**src/rtl/ram_ctrl_pkg.sv**
```systemverilog
// Shared types and defaults for the RAM access controller and its helpers.
package ram_ctrl_pkg;

    localparam int ADDR_W   = 5;
    localparam int DATA_W   = 4;
    localparam int DEPTH    = 32;
    localparam int READ_LAT = 2;

    typedef enum logic [1:0] {
        ST_IDLE   = 2'd0,
        ST_FILL   = 2'd1,
        ST_VERIFY = 2'd2,
        ST_SCAN   = 2'd3
    } state_t;

endpackage

```
**src/rtl/ram_access_ctrl_scan_tick_gen.sv**
```systemverilog
// scan_tick_gen: prescaler producing a registered one-cycle tick every SCAN_DIV enabled cycles.
module scan_tick_gen #(
    parameter int SCAN_DIV = 25_000_000
) (
    input  logic clk,
    input  logic rst,
    input  logic en,
    output logic tick
);

    localparam int CW = (SCAN_DIV > 2) ? $clog2(SCAN_DIV) : 2;
    localparam logic [CW-1:0] TERM = CW'(SCAN_DIV - 1);
    localparam logic [CW-1:0] ONE  = CW'(1);

    logic [CW-1:0] cnt_r;
    logic          tick_r;

    // Count enabled cycles; dropping en restarts the phase from zero
    always_ff @(posedge clk) begin
        if (rst || !en) begin
            cnt_r  <= {CW{1'b0}};
            tick_r <= 1'b0;
        end else if (cnt_r == TERM) begin
            cnt_r  <= {CW{1'b0}};
            tick_r <= 1'b1;
        end else begin
            cnt_r  <= cnt_r + ONE;
            tick_r <= 1'b0;
        end
    end

    assign tick = tick_r;

endmodule

```
**src/rtl/ram_access_ctrl.sv**
```systemverilog
// ram_access_ctrl: drives a registered-input RAM for manual writes, constant fill and a read scan.
// Defining RAM_CTRL_VERIFY_EN adds a read-back compare pass after every fill.
module ram_access_ctrl #(
    parameter int ADDR_W   = ram_ctrl_pkg::ADDR_W,
    parameter int DATA_W   = ram_ctrl_pkg::DATA_W,
    parameter int DEPTH    = ram_ctrl_pkg::DEPTH,
    parameter int SCAN_DIV = 25_000_000
) (
    input  logic              clk,
    input  logic              rst,
    input  logic              wr_req,
    input  logic [ADDR_W-1:0] wr_addr,
    input  logic [DATA_W-1:0] wr_data,
    input  logic              fill_start,
    input  logic [DATA_W-1:0] fill_value,
    input  logic              scan_en,
    input  logic [DATA_W-1:0] ram_dout,
    output logic [ADDR_W-1:0] ram_addr,
    output logic [DATA_W-1:0] ram_din,
    output logic              ram_we,
    output logic              busy,
    output logic              done,
    output logic [ADDR_W-1:0] cur_addr,
    output logic [DATA_W-1:0] cur_data,
    output logic              err
);

    import ram_ctrl_pkg::*;

    localparam int LAST = READ_LAT - 1;
    localparam logic [ADDR_W-1:0] LAST_ADDR = ADDR_W'(DEPTH - 1);
    localparam logic [ADDR_W-1:0] ONE_ADDR  = ADDR_W'(1);

    state_t state_r, state_s;
    logic [ADDR_W-1:0] addr_r, addr_s, idx_r, idx_s, cur_addr_r, cur_addr_s;
    logic [DATA_W-1:0] din_r, din_s, fval_r, fval_s, cur_data_r, cur_data_s;
    logic we_r, we_s, done_r, done_s, busy_r, busy_s, err_r, err_s;
    logic pend_r, pend_s, restore_r, restore_s;
    logic issue_s, issue_ver_s, flush_s, step_s, tick;
    // Read pipeline: one stage per RAM latency cycle, tagged scan or verify
    logic [READ_LAT-1:0]             pv_r, pv_s, pver_r, pver_s;
    logic [READ_LAT-1:0][ADDR_W-1:0] pa_r, pa_s;

    scan_tick_gen #(.SCAN_DIV(SCAN_DIV)) u_tick (
        .clk  (clk),
        .rst  (rst),
        .en   (state_r == ST_SCAN),
        .tick (tick)
    );

    // Next-state and next-output computation for the whole controller
    always_comb begin
        state_s     = state_r;
        addr_s      = addr_r;
        din_s       = din_r;
        we_s        = 1'b0;
        fval_s      = fval_r;
        idx_s       = idx_r;
        done_s      = 1'b0;
        busy_s      = busy_r;
        err_s       = err_r;
        pend_s      = pend_r;
        restore_s   = 1'b0;
        issue_s     = 1'b0;
        issue_ver_s = 1'b0;
        flush_s     = 1'b0;
        step_s      = 1'b0;
        cur_addr_s  = cur_addr_r;
        cur_data_s  = cur_data_r;

        if (pv_r[LAST] && pver_r[LAST]) begin
            err_s = err_r | (ram_dout != fval_r);
        end else if (pv_r[LAST]) begin
            cur_addr_s = pa_r[LAST];
            cur_data_s = ram_dout;
        end else begin
            cur_data_s = cur_data_r;
        end

        case (state_r)
            ST_IDLE, ST_SCAN: begin
                if (fill_start) begin
                    state_s    = ST_FILL;
                    addr_s     = {ADDR_W{1'b0}};
                    din_s      = fill_value;
                    fval_s     = fill_value;
                    we_s       = 1'b1;
                    busy_s     = 1'b1;
                    err_s      = 1'b0;
                    pend_s     = 1'b0;
                    flush_s    = 1'b1;
                    cur_addr_s = cur_addr_r;
                    cur_data_s = cur_data_r;
                end else begin
                    step_s = (state_r == ST_SCAN) && scan_en && (tick || pend_r);
                    if (wr_req) begin
                        // A tick landing on a write is held over to the next free cycle
                        addr_s    = wr_addr;
                        din_s     = wr_data;
                        we_s      = 1'b1;
                        restore_s = 1'b1;
                        pend_s    = step_s;
                    end else if (step_s) begin
                        addr_s  = idx_r;
                        idx_s   = (idx_r == LAST_ADDR) ? {ADDR_W{1'b0}} : idx_r + ONE_ADDR;
                        issue_s = 1'b1;
                        pend_s  = 1'b0;
                    end else if (restore_r) begin
                        addr_s = idx_r;
                    end else begin
                        addr_s = addr_r;
                    end
                    if (scan_en) begin
                        state_s = ST_SCAN;
                    end else begin
                        state_s = ST_IDLE;
                        pend_s  = 1'b0;
                    end
                end
            end
            ST_FILL: begin
                if (addr_r == LAST_ADDR) begin
`ifdef RAM_CTRL_VERIFY_EN
                    state_s     = ST_VERIFY;
                    addr_s      = {ADDR_W{1'b0}};
                    issue_s     = 1'b1;
                    issue_ver_s = 1'b1;
`else
                    state_s = ST_IDLE;
                    done_s  = 1'b1;
                    busy_s  = 1'b0;
`endif
                end else begin
                    addr_s = addr_r + ONE_ADDR;
                    we_s   = 1'b1;
                end
            end
`ifdef RAM_CTRL_VERIFY_EN
            ST_VERIFY: begin
                if (pv_r[LAST] && pver_r[LAST] && (pa_r[LAST] == LAST_ADDR)) begin
                    state_s = ST_IDLE;
                    done_s  = 1'b1;
                    busy_s  = 1'b0;
                end else if (addr_r != LAST_ADDR) begin
                    addr_s      = addr_r + ONE_ADDR;
                    issue_s     = 1'b1;
                    issue_ver_s = 1'b1;
                end else begin
                    addr_s = addr_r;
                end
            end
`endif
            default: begin
                state_s = ST_IDLE;
                busy_s  = 1'b0;
            end
        endcase

        if (flush_s) begin
            pv_s   = {READ_LAT{1'b0}};
            pver_s = {READ_LAT{1'b0}};
            pa_s   = pa_r;
        end else begin
            pv_s   = {pv_r[READ_LAT-2:0], issue_s};
            pver_s = {pver_r[READ_LAT-2:0], issue_ver_s};
            pa_s   = {pa_r[READ_LAT-2:0], addr_s};
        end
    end

    // Register every state bit and every RAM-facing output
    always_ff @(posedge clk) begin
        if (rst) begin
            state_r    <= ST_IDLE;
            addr_r     <= {ADDR_W{1'b0}};
            din_r      <= {DATA_W{1'b0}};
            we_r       <= 1'b0;
            fval_r     <= {DATA_W{1'b0}};
            idx_r      <= {ADDR_W{1'b0}};
            done_r     <= 1'b0;
            busy_r     <= 1'b0;
            err_r      <= 1'b0;
            pend_r     <= 1'b0;
            restore_r  <= 1'b0;
            cur_addr_r <= {ADDR_W{1'b0}};
            cur_data_r <= {DATA_W{1'b0}};
            pv_r       <= {READ_LAT{1'b0}};
            pver_r     <= {READ_LAT{1'b0}};
            pa_r       <= {(READ_LAT*ADDR_W){1'b0}};
        end else begin
            state_r    <= state_s;
            addr_r     <= addr_s;
            din_r      <= din_s;
            we_r       <= we_s;
            fval_r     <= fval_s;
            idx_r      <= idx_s;
            done_r     <= done_s;
            busy_r     <= busy_s;
            err_r      <= err_s;
            pend_r     <= pend_s;
            restore_r  <= restore_s;
            cur_addr_r <= cur_addr_s;
            cur_data_r <= cur_data_s;
            pv_r       <= pv_s;
            pver_r     <= pver_s;
            pa_r       <= pa_s;
        end
    end

    assign ram_addr = addr_r;
    assign ram_din  = din_r;
    assign ram_we   = we_r;
    assign busy     = busy_r;
    assign done     = done_r;
    assign cur_addr = cur_addr_r;
    assign cur_data = cur_data_r;
    assign err      = err_r;

endmodule

```
**config.mk**
```make
export PLATFORM = sky130hd
export DESIGN_NAME = ram_access_ctrl
export DESIGN_NICKNAME = d
export VERILOG_FILES = /design/src/rtl/ram_ctrl_pkg.sv /design/src/rtl/ram_access_ctrl_scan_tick_gen.sv /design/src/rtl/ram_access_ctrl.sv
export SDC_FILE = /design/constraint.sdc
export NUM_CORES = 1
export LEC_CHECK = 0
export ABC_CLOCK_PERIOD_IN_PS = 4550
export BUFFER_PORTS_ARGS = -buffer_cell sky130_fd_sc_hd__buf_2
export CAP_MARGIN = 20
export CORE_ASPECT_RATIO = 0.8
export CORE_MARGIN = 4
export CORE_UTILIZATION = 41
export DETAILED_ROUTE_END_ITERATION = 12
export MAX_ROUTING_LAYER = met4
export PLACE_DENSITY_LB_ADDON = 0.3
export SLEW_MARGIN = 20
export SYNTH_ARGS = -nofsm -noshare
export SYNTH_HDL_FRONTEND = slang
export SYNTH_SLANG_ARGS = --single-unit
```
**constraint.sdc**
```tcl
create_clock -name clk -period 4.55 [get_ports clk]
set_input_delay 0.2275 -clock clk [delete_from_list [all_inputs] [get_ports clk]]
set_output_delay 0.2275 -clock clk [all_outputs]
set_load 0.05 [all_outputs]
```
# After elaboration in Yosys (flattened, before gate mapping)
# Index checks and enable logic that the tools add are counted.
[word_totals] word_cells=98 ram_bits=0 reg_bits=75 memories=0 output_inout_bits=22 latch_bits=0 mem_bits_ro=0
[op_classes] div_mod_pow=0 bitwise_logic=5 multipliers=0 shifts=0 reduce_logical=19 muxes=40 n_lt_le_gt_ge=0 eq_ne=10 add_sub_neg=3
[ops] cell="5-bit 2-to-1 mux" n=10
[ops] cell="25-bit by 1-bit adder with 25-bit output (second input constant)" n=1
[ops] cell="25-bit equality test (second input constant)" n=1
[ops] cell="4-bit 2-to-1 mux" n=6
[ops] cell="1-bit 2-to-1 mux" n=17
[ops] cell="5-bit by 1-bit adder with 5-bit output (second input constant)" n=2
[ops] cell="5-bit equality test (second input constant)" n=2
[ops] cell="5-bit one-hot mux with 2 select lines" n=1
[ops] cell="2-bit AND reduction" n=4
[ops] cell="2-bit OR reduction" n=4
[ops] cell="2-bit 2-to-1 mux" n=3
[ops] cell="2-bit inequality test (second input constant)" n=3
[ops] cell="5-bit OR reduction" n=1
[ops] cell="4-bit by 3-bit inequality test with 1-bit output (second input constant)" n=1
[ops] cell="4-bit inequality test" n=1
[ops] cell="1-bit inverter" n=4
[ops] cell="1-bit one-hot mux with 2 select lines" n=2
[ops] cell="2-bit one-hot mux with 2 select lines" n=1
[ops] cell="4-bit AND reduction" n=1
[ops] cell="1-bit logical AND" n=3
[ops] cell="3-bit OR reduction" n=1
[ops] cell="2-bit by 1-bit equality test with 1-bit output (second input constant)" n=1
[ops] cell="2-bit equality test (second input constant)" n=1
[ops] cell="2-bit logical NOT" n=1
[ops] cell="4 further kinds" n=5

# Depth between registers and ports, before layout
# Gate-level depths: netlist of the first run.
[logic_depth] depth_word=7 ltp_mapped=8 mapped_depth_nobuf=7

# By module
# A second synthesis of the first run with hierarchy kept.
[unflattened] cells_unflattened=385 area_unflattened_um2=3194.3
[by_module_without_submodules] module="ram_access_ctrl" cells_each=245 n_inst=1 area_each_um2=1986.9
[by_module_without_submodules] module="scan_tick_gen" cells_each=140 n_inst=1 area_each_um2=1207.4

# Worst setup path after synthesis of the first run
# OpenSTA, ideal clock, no wires.
[synth_path] path_kind="register to register" start="register addr_r[0] (netlist: ram_addr[0])" end="register pa_r[0] (netlist bit)" path_slack_ps=2559 stages_incl_launch_ff=7 required_ps=4413 setup_time_ps=137 period_less_slack_ps=1991 arrival_time_ps=1854 path_cell_list="dfxtp_1 > ha_1 > nand4_2 > mux2i_1 > nor2_1 > a221oi_1 > a211oi_1"
[synth_between] elab_chain_len=5 word_cells_on_any_way=8 cone_classes="add/sub: 1; eq/ne: 1; mux: 6"
[synth_rtl] element="start, declared" line_no="ram_access_ctrl.sv:35" source="logic [ADDR_W-1:0] addr_r, addr_s, idx_r, idx_s, cur_addr_r, cur_addr_s;"
[synth_rtl] element="start signal, assigned" line_no="ram_access_ctrl.sv:174" source="addr_r <= {ADDR_W{1'b0}};"
[synth_rtl] element="start signal, assigned" line_no="ram_access_ctrl.sv:191" source="addr_r <= addr_s;"
[synth_rtl] element="parallel branches: the longest is 4 deep, another holds 5-bit by 1-bit adder with 5-bit output"
[synth_rtl] element="5-bit one-hot mux with 2 select lines (*)" line_no="ram_access_ctrl.sv:80" source="case (state_r)"
[synth_rtl] element="end signal, assigned" line_no="ram_access_ctrl.sv:188" source="pa_r <= {(READ_LAT*ADDR_W){1'b0}};"
[synth_rtl] element="end signal, assigned" line_no="ram_access_ctrl.sv:205" source="pa_r <= pa_s;"
[synth_rtl] element="end, declared" line_no="ram_access_ctrl.sv:42" source="logic [READ_LAT-1:0][ADDR_W-1:0] pa_r, pa_s;"
# Every way passes the cells marked *.
# A chain may end at the register's enable or synchronous reset.

# Worst setup path in the final report of the first run
[layout_path] start="register u_tick.cnt_r[0]" end="register u_tick.cnt_r[18]"
[layout_between] elab_chain_len=2 word_cells_on_any_way=3 cone_classes="add/sub: 1; eq/ne: 1; reduce/logical: 1"
[layout_rtl] element="start, declared" line_no="ram_access_ctrl_scan_tick_gen.sv:15" source="logic [CW-1:0] cnt_r;"
[layout_rtl] element="start signal, assigned" line_no="ram_access_ctrl_scan_tick_gen.sv:21" source="cnt_r <= {CW{1'b0}};"
[layout_rtl] element="start signal, assigned" line_no="ram_access_ctrl_scan_tick_gen.sv:24" source="cnt_r <= {CW{1'b0}};"
[layout_rtl] element="start signal, assigned" line_no="ram_access_ctrl_scan_tick_gen.sv:27" source="cnt_r <= cnt_r + ONE;"
[layout_rtl] element="parallel branches: the longest is 2 deep, another holds 25-bit by 1-bit adder with 25-bit output"
# Parallel ways; which one is timed is not known.

==> results of run 1 <==
stage by stage:
| step | util (%) | setup slack, ns |
|---|---|---|
| after floorplan | - | 2.56 |
| after global placement | 46.5 | 2.45 |
| after detailed placement | 46.5 | 2.37 |
| after CTS | 49.2 | 2.35 |
| after global routing | 49.2 | 2.18 |
| final | 49.2 | 2.36 |
placed cells by master (no fill, tap or decap), types with 4 or more instances in the layout:
cell type  Yosys  layout
dfxtp_1       68      68
nor2_1        60      60
nand2_1       43      43
buf_2          2      42
a21oi_1       30      30
nand3_1       16      16
xor2_1        16      16
inv_1         11      11
mux2i_1       11      11
nor3_1         9       9
clkbuf_8       0       9
xnor2_1        7       7
a211oi_1       7       7
ha_1           7       7
and3_1         5       5
and2_1         5       5
nand4_1        5       5
nor2b_1        4       4
a31oi_1        4       4
registers in the layout (all words and copies together), names as in the netlist, 2 cells and up:
| name | count |
|---|---|
| cur_addr | 5 |
| u_tick.cnt_r | 25 |
| state_r | 2 |
| ram_din | 4 |
| pa_r | 10 |
| ram_addr | 5 |
| cur_data | 4 |
| pv_r | 2 |
| idx_r | 5 |
power by group through the flow:
stage	sequential [mW]	combinational (mW)	clock, mW
floorplan	0.702	0.109	0
global placement	0.655	0.199	0
detailed placement	0.656	0.201	0
CTS	0.642	0.202	0.493
global route	0.647	0.221	0.519
finish	0.643	0.200	0.473
layer usage:
metal	global-route usage, %	part of all wire [%]	routed length [um]
met5	-	0	0
met4	5.01	1.2	72
met3	5.32	6.2	381
met1	18.6	50	3090
met2	22.7	43	2640
cell families after synthesis:
kind of cell / after synthesis / synth area share (%)
compound gates: 60 / 12.2
other cells: 1 / 0.122
buf+inv: 29 / 4.73
simple gates: 165 / 25.6
fa+ha+maj: 7 / 2.85
xor+xnor: 23 / 6.56
flops: 68 / 44.4
mux: 11 / 3.59
final timing paths:
check / from / end / slack [ns]
setup / recovery: u_tick.cnt_r[0] / u_tick.cnt_r[18] / 2.36
hold / removal: ram_dout[0] / cur_data[0] / 0.12
setup reg to reg: u_tick.cnt_r[0] / u_tick.cnt_r[18] / 2.36
hold reg to reg: pa_r[5] / cur_addr[0] / 0.45
worst register-to-register path: stages, from the launching register on:
cell and delay (ns):
dfxtp_1 0.37, ha_1 0.24, nand2_1 0.11, or4_1 0.56, nand2b_1 0.65, nor2_1 0.12
area by class of cell:
class / count / area (sq um)
Clock buffer: 9 / 124
Clock inverter: 6 / 66.3
Fill cell: 686 / 3590
Inverter: 11 / 41.3
Multi-Input combinational cell: 267 / 1560
Sequential cell: 68 / 1360
Tap cell: 87 / 109
Timing Repair Buffer: 42 / 210
==> results_dict.tcl, run 1 <==
set metrics [dict create \
    insertion_delay_ns 0.34 \
    maxSlewHeadroom_pct 41.6 \
    grt_pass1_wl_mm 10.7 \
    rsz0062_at_grt "false" \
    ir_drop_uv 202 \
    cts_buffer_depth 2 \
    switching_share_pct 29.1 \
    yosys.area.top_type "dfxtp_1" \
    crit_path_start_kind "flop" \
    placedCellCount 475 \
    period_minus_slack_ns 2.19 \
    setup_tns_ns 0 \
    cts_tree "built" \
    critPathMaxFanout 24 \
    drv_cap 0 \
    dp_hpwl_mm 4.31 \
    finalNetCount 428 \
    cp-end-kind "flop" \
    synthTopCellsByArea "dfxtp_1 (44%), nor2_1 (7.3%), nand2_1 (5.3%)" \
    crit_chain "ha_1 -> nand2_1 -> or4_1 -> nand2b_1 -> nor2_1" \
    crit_required_ns 4.74 \
    crit_arrival_ns 2.38 \
    cpLargestDelayFamily "simple AND/OR/NAND/NOR gates" \
    status "complete, no violations" \
    routedWlPerCell_um 12.6 \
    clock.fmax_mhz 457 \
    coreArea_sq_um 7060 \
    drc_errors 0 \
    grt_max_degree 44 \
    ys_seq_elements 68 \
    fin_worst_skew_ns 0.00776 \
    numPortBuffers 42 \
    num_rows 27 \
    gp_congestion 0.801 \
    ant_nets 0 \
    synth_edf_count 0 \
    drt_iter0_drc 91 \
    p_seq_share_pct 48.8 \
    r2r_cells 5 \
    drive_above_1_share_pct 14.9 \
    io_pins 44 \
    ctsHtreeMaxLevel 3 \
    min_period_over_period_pct 48.1 \
    report.final.slew_viol_count 0 \
    p_int_uw 933 \
    placed_area_sq_um 3280 \
    p_leak_nw 1.42 \
    yosys-top-cells-count "dfxtp_1 (68), nor2_1 (60), nand2_1 (43)" \
    yosysSeqAreaShare_pct 44.4 \
    comb_power_share_pct 15.2 \
    crit_buf_inv 0 \
    yosysMostFrequentCell "dfxtp_1" \
    die-area_sq_um 8940 \
    first_pass_iters 4 \
    routed_wl_mm 6.18 \
    vias_per_cell 5.16 \
    antenna_found_initial 0 \
    syn_inst 364 \
    critical-path-max-stage-delay_ns 0.65 \
    numCtsBuffers 9 \
    setup_viol 0 \
    worstHoldPathCells 3 \
    groute.usage.overall_pct 15.0 \
    post_cts_buffers 0 \
    clkTransAtPathRegs_ns 0.07 \
    die_height_um 85.4 \
    cp.depth 5 \
    start_util_pct 43.5 \
    powerDensity_nw_per_um2 379 \
    final_area_sq_um 3470 \
    cts_hold_buf 0 \
    first_global_vias 2374 \
    async_flop_share_pct 0 \
    syn_area_sq_um 3070 \
    holdWs_ns 0.122 \
    yosysWarnings 0 \
    syn_nets 393 \
    grt_overflow 0 \
    cp_slowest_cell "nand2b_1" \
    antenna_cells 0 \
    clock_sinks 68 \
    synthToLayoutAreaGrowth_pct 13.2 \
    worstHoldPathType "in2reg" \
    vias 2527 \
    final-hold-violation-count 0 \
    worstSetupPathType "reg2reg" \
    chipWidth_um 105 \
    cts_root_buf "clkbuf_8" \
    switchingPower_uw 383 \
    layout.cells.non_filler 490 \
    worstMarginPinSlew_ns 0.876 \
    power_mw 1.32 \
    post_cts_resized 0 \
    synth_top_area_share_pct 44.4 \
    syn_avg_cell_area_sq_um 8.43 \
    yosysUniqueCellTypes 48 \
    ys.flop_type "dfxtp_1" \
    power.share.clock_pct 35.9 \
]
Power figures use the tool's default switching activity.
==> run 2, diff against run 1 <==
- ABC_CLOCK_PERIOD_IN_PS: 4550 -> 2300
- clock period: 4.55 -> 2.3 ns (I/O delays scaled with it)
==> run 2 against run 1 <==
Count of clock-buffer cells in the layout increased by 3. Sequential power increased by 98%. Utilization increased by 1.9 points. Sequential cell count unchanged. Worst setup slack got worse by 2.1 ns. Clock skew about the same. Combinational power increased by 110%. Wire length increased by 4.3%. Sequential share of layout area decreased by 1.5 points. Via count increased by 1.6%. Global-route usage increased by 0.94 points. Clock power increased to 2.6 times the previous value. Critical endpoint is now idx_r[3]. Largest cell class unchanged. Largest power group unchanged.
==> results_dict.tcl, run 2 (same netlist as run 1, synthesis figures left out) <==
set metrics [dict create \
    post-route-util_pct 51.2 \
    cts_tree "built" \
    drive_above_1_share_pct 15.7 \
    dp_hpwl_mm 4.47 \
    switchingPower_uw 762 \
    power_mw 2.90 \
    status "complete, no violations" \
    critPathMaxFanout 9 \
    die_height_um 85.4 \
    largest_register "u_tick.cnt_r" \
    drv_cap 0 \
    ir_drop_uv 359 \
    clock.fmax_mhz 481 \
    largest_reg_flops 25 \
    first_pass_iters 4 \
    p_seq_share_pct 43.8 \
    vias 2568 \
    timing.rr.start "state_r[0]" \
    period_minus_slack_ns 2.08 \
    worstSetupPathType "reg2reg" \
    clkTransAtPathRegs_ns 0.07 \
    groute.usage.overall_pct 15.9 \
    fin_worst_skew_ns 0.00730 \
    crit_arrival_ns 2.35 \
    final-hold-violation-count 0 \
    r2r_end "idx_r[3]" \
    antenna_found_initial 0 \
    powerDensity_nw_per_um2 804 \
    maxSlewHeadroom_pct 56.7 \
    cts_buffer_depth 2 \
    mostFrequentLayoutCells "dfxtp_1 (68), nor2_1 (60), nand2_1 (43)" \
    crit_required_ns 2.57 \
    startpoint "state_r[0]" \
    io_pins 44 \
    ant_nets 0 \
    grt_pass1_wl_mm 11.2 \
    layout.cells.most_common "dfxtp_1" \
    die-area_sq_um 8940 \
    routedWlPerCell_um 12.9 \
    r2r_slack_ns 0.22 \
    crit_path_start_kind "flop" \
    rsz0062_at_grt "false" \
    grt_max_degree 43 \
    ctsHtreeMaxLevel 3 \
    antenna_cells 0 \
    clock_sinks 68 \
    p_leak_nw 1.50 \
    numPortBuffers 42 \
    largestRegisters "u_tick.cnt_r: 25 flops, pa_r: 10 flops" \
    numCtsBuffers 9 \
    synthToLayoutAreaGrowth_pct 17.7 \
    cts_root_buf "clkbuf_8" \
    r2r_cells 6 \
    start_util_pct 43.5 \
    drc_errors 0 \
    report.final.slew_viol_count 0 \
    chipWidth_um 105 \
    power.share.clock_pct 42.0 \
    finalNetCount 437 \
    num-fill-cells 684 \
    setup_tns_ns 0 \
    p_int_mw 2.14 \
    layout.cells.non_filler 500 \
    worstMarginPinSlew_ns 0.645 \
    vias_per_cell 5.14 \
    placedCellCount 480 \
    grt_overflow 0 \
    setup_viol 0 \
    min_period_over_period_pct 90.4 \
    gp_congestion 0.819 \
    insertion_delay_ns 0.34 \
    num_rows 27 \
    routed_wl_mm 6.44 \
    worstHoldPathType "in2reg" \
    switching_share_pct 26.2 \
    endpoint "idx_r[3]" \
    drt_iter0_drc 105 \
    comb_power_share_pct 14.2 \
    first_global_vias 2490 \
    cp-end-kind "flop" \
    coreArea_sq_um 7060 \
]
[run 2: changes by cell type in the layout (fill, tap and decap cells not counted)]
cell / delta
buf_4: +5
dlygate4sd3_1: +4
clkinvlp_4: -3
bufinv_16: +2
clkbuf_8: +2
clkbuf_1: +1
clkinv_4: -1
[run 2: layout make-up]
| cell class | count | area [sq um] | area share, % |
|---|---|---|---|
| clock buffer | 12 | 155 | 4.30 |
| clock inverter | 4 | 95.1 | 2.63 |
| inverter | 11 | 41.3 | 1.14 |
| multi-input combinational | 267 | 1560 | 43.3 |
| sequential | 68 | 1360 | 37.7 |
| tap | 87 | 109 | 3.01 |
| timing repair buffer | 51 | 288 | 7.97 |
[run 2: critical path, stage by stage, from the launching register on]
cell      delay (ns)
dfxtp_1         0.38
inv_1           0.06
ha_1            0.41
and2b_1         0.26
nand3b_2        0.20
or4_1           0.52
a21oi_1         0.17
[run 2: power groups by stage]
stage | Clock [mW] | Combinational [mW] | Sequential, mW
2_1_floorplan | 0 | 0.216 | 1.39
3_3_place_gp | 0 | 0.403 | 1.30
3_5_place_dp | 0 | 0.407 | 1.30
4_1_cts | 1.26 | 0.414 | 1.27
5_1_grt | 1.31 | 0.456 | 1.28
6_report | 1.22 | 0.412 | 1.27
[run 2: how the worst min path moves through the flow]
stage	start	endpoint	slack, ns	depth (start not counted)
floorplan	ram_dout[0]	cur_data[0]	0.25	2
global placement	ram_dout[2]	cur_data[2]	0.36	3
detailed placement	ram_dout[2]	cur_data[2]	0.36	3
CTS	scan_en	state_r[1]	0.05	3
global route	scan_en	state_r[1]	0.06	3
finish	scan_en	state_r[1]	0.07	3
[run 2: per-stage QoR]
stage / hold WS, ns / setup slack [ns] / area [sq um]
finish: 0.0704 / 0.221 / 3610
global route: 0.0580 / 0.0477 / 3610
CTS: 0.0481 / 0.240 / 3610
detailed placement: 0.364 / 0.247 / 3320
global placement: 0.362 / 0.386 / 3320
floorplan: 0.251 / 0.309 / 3070
[run 2: per-layer routing]
metal  vias to the layer above  wire, um  track usage [%]
li1                       1336         -                -
met1                      1177      3290             20.2
met2                        46      2770             23.6
met3                         9       307             5.93
met4                         0        76             4.65
met5                         -         0                -
[run 2: timing repair]
item                      CTS  global route
hold buffers                4             0
hold endpoints to repair    4             0
buffers inserted            0             0
gates resized for setup     0             0
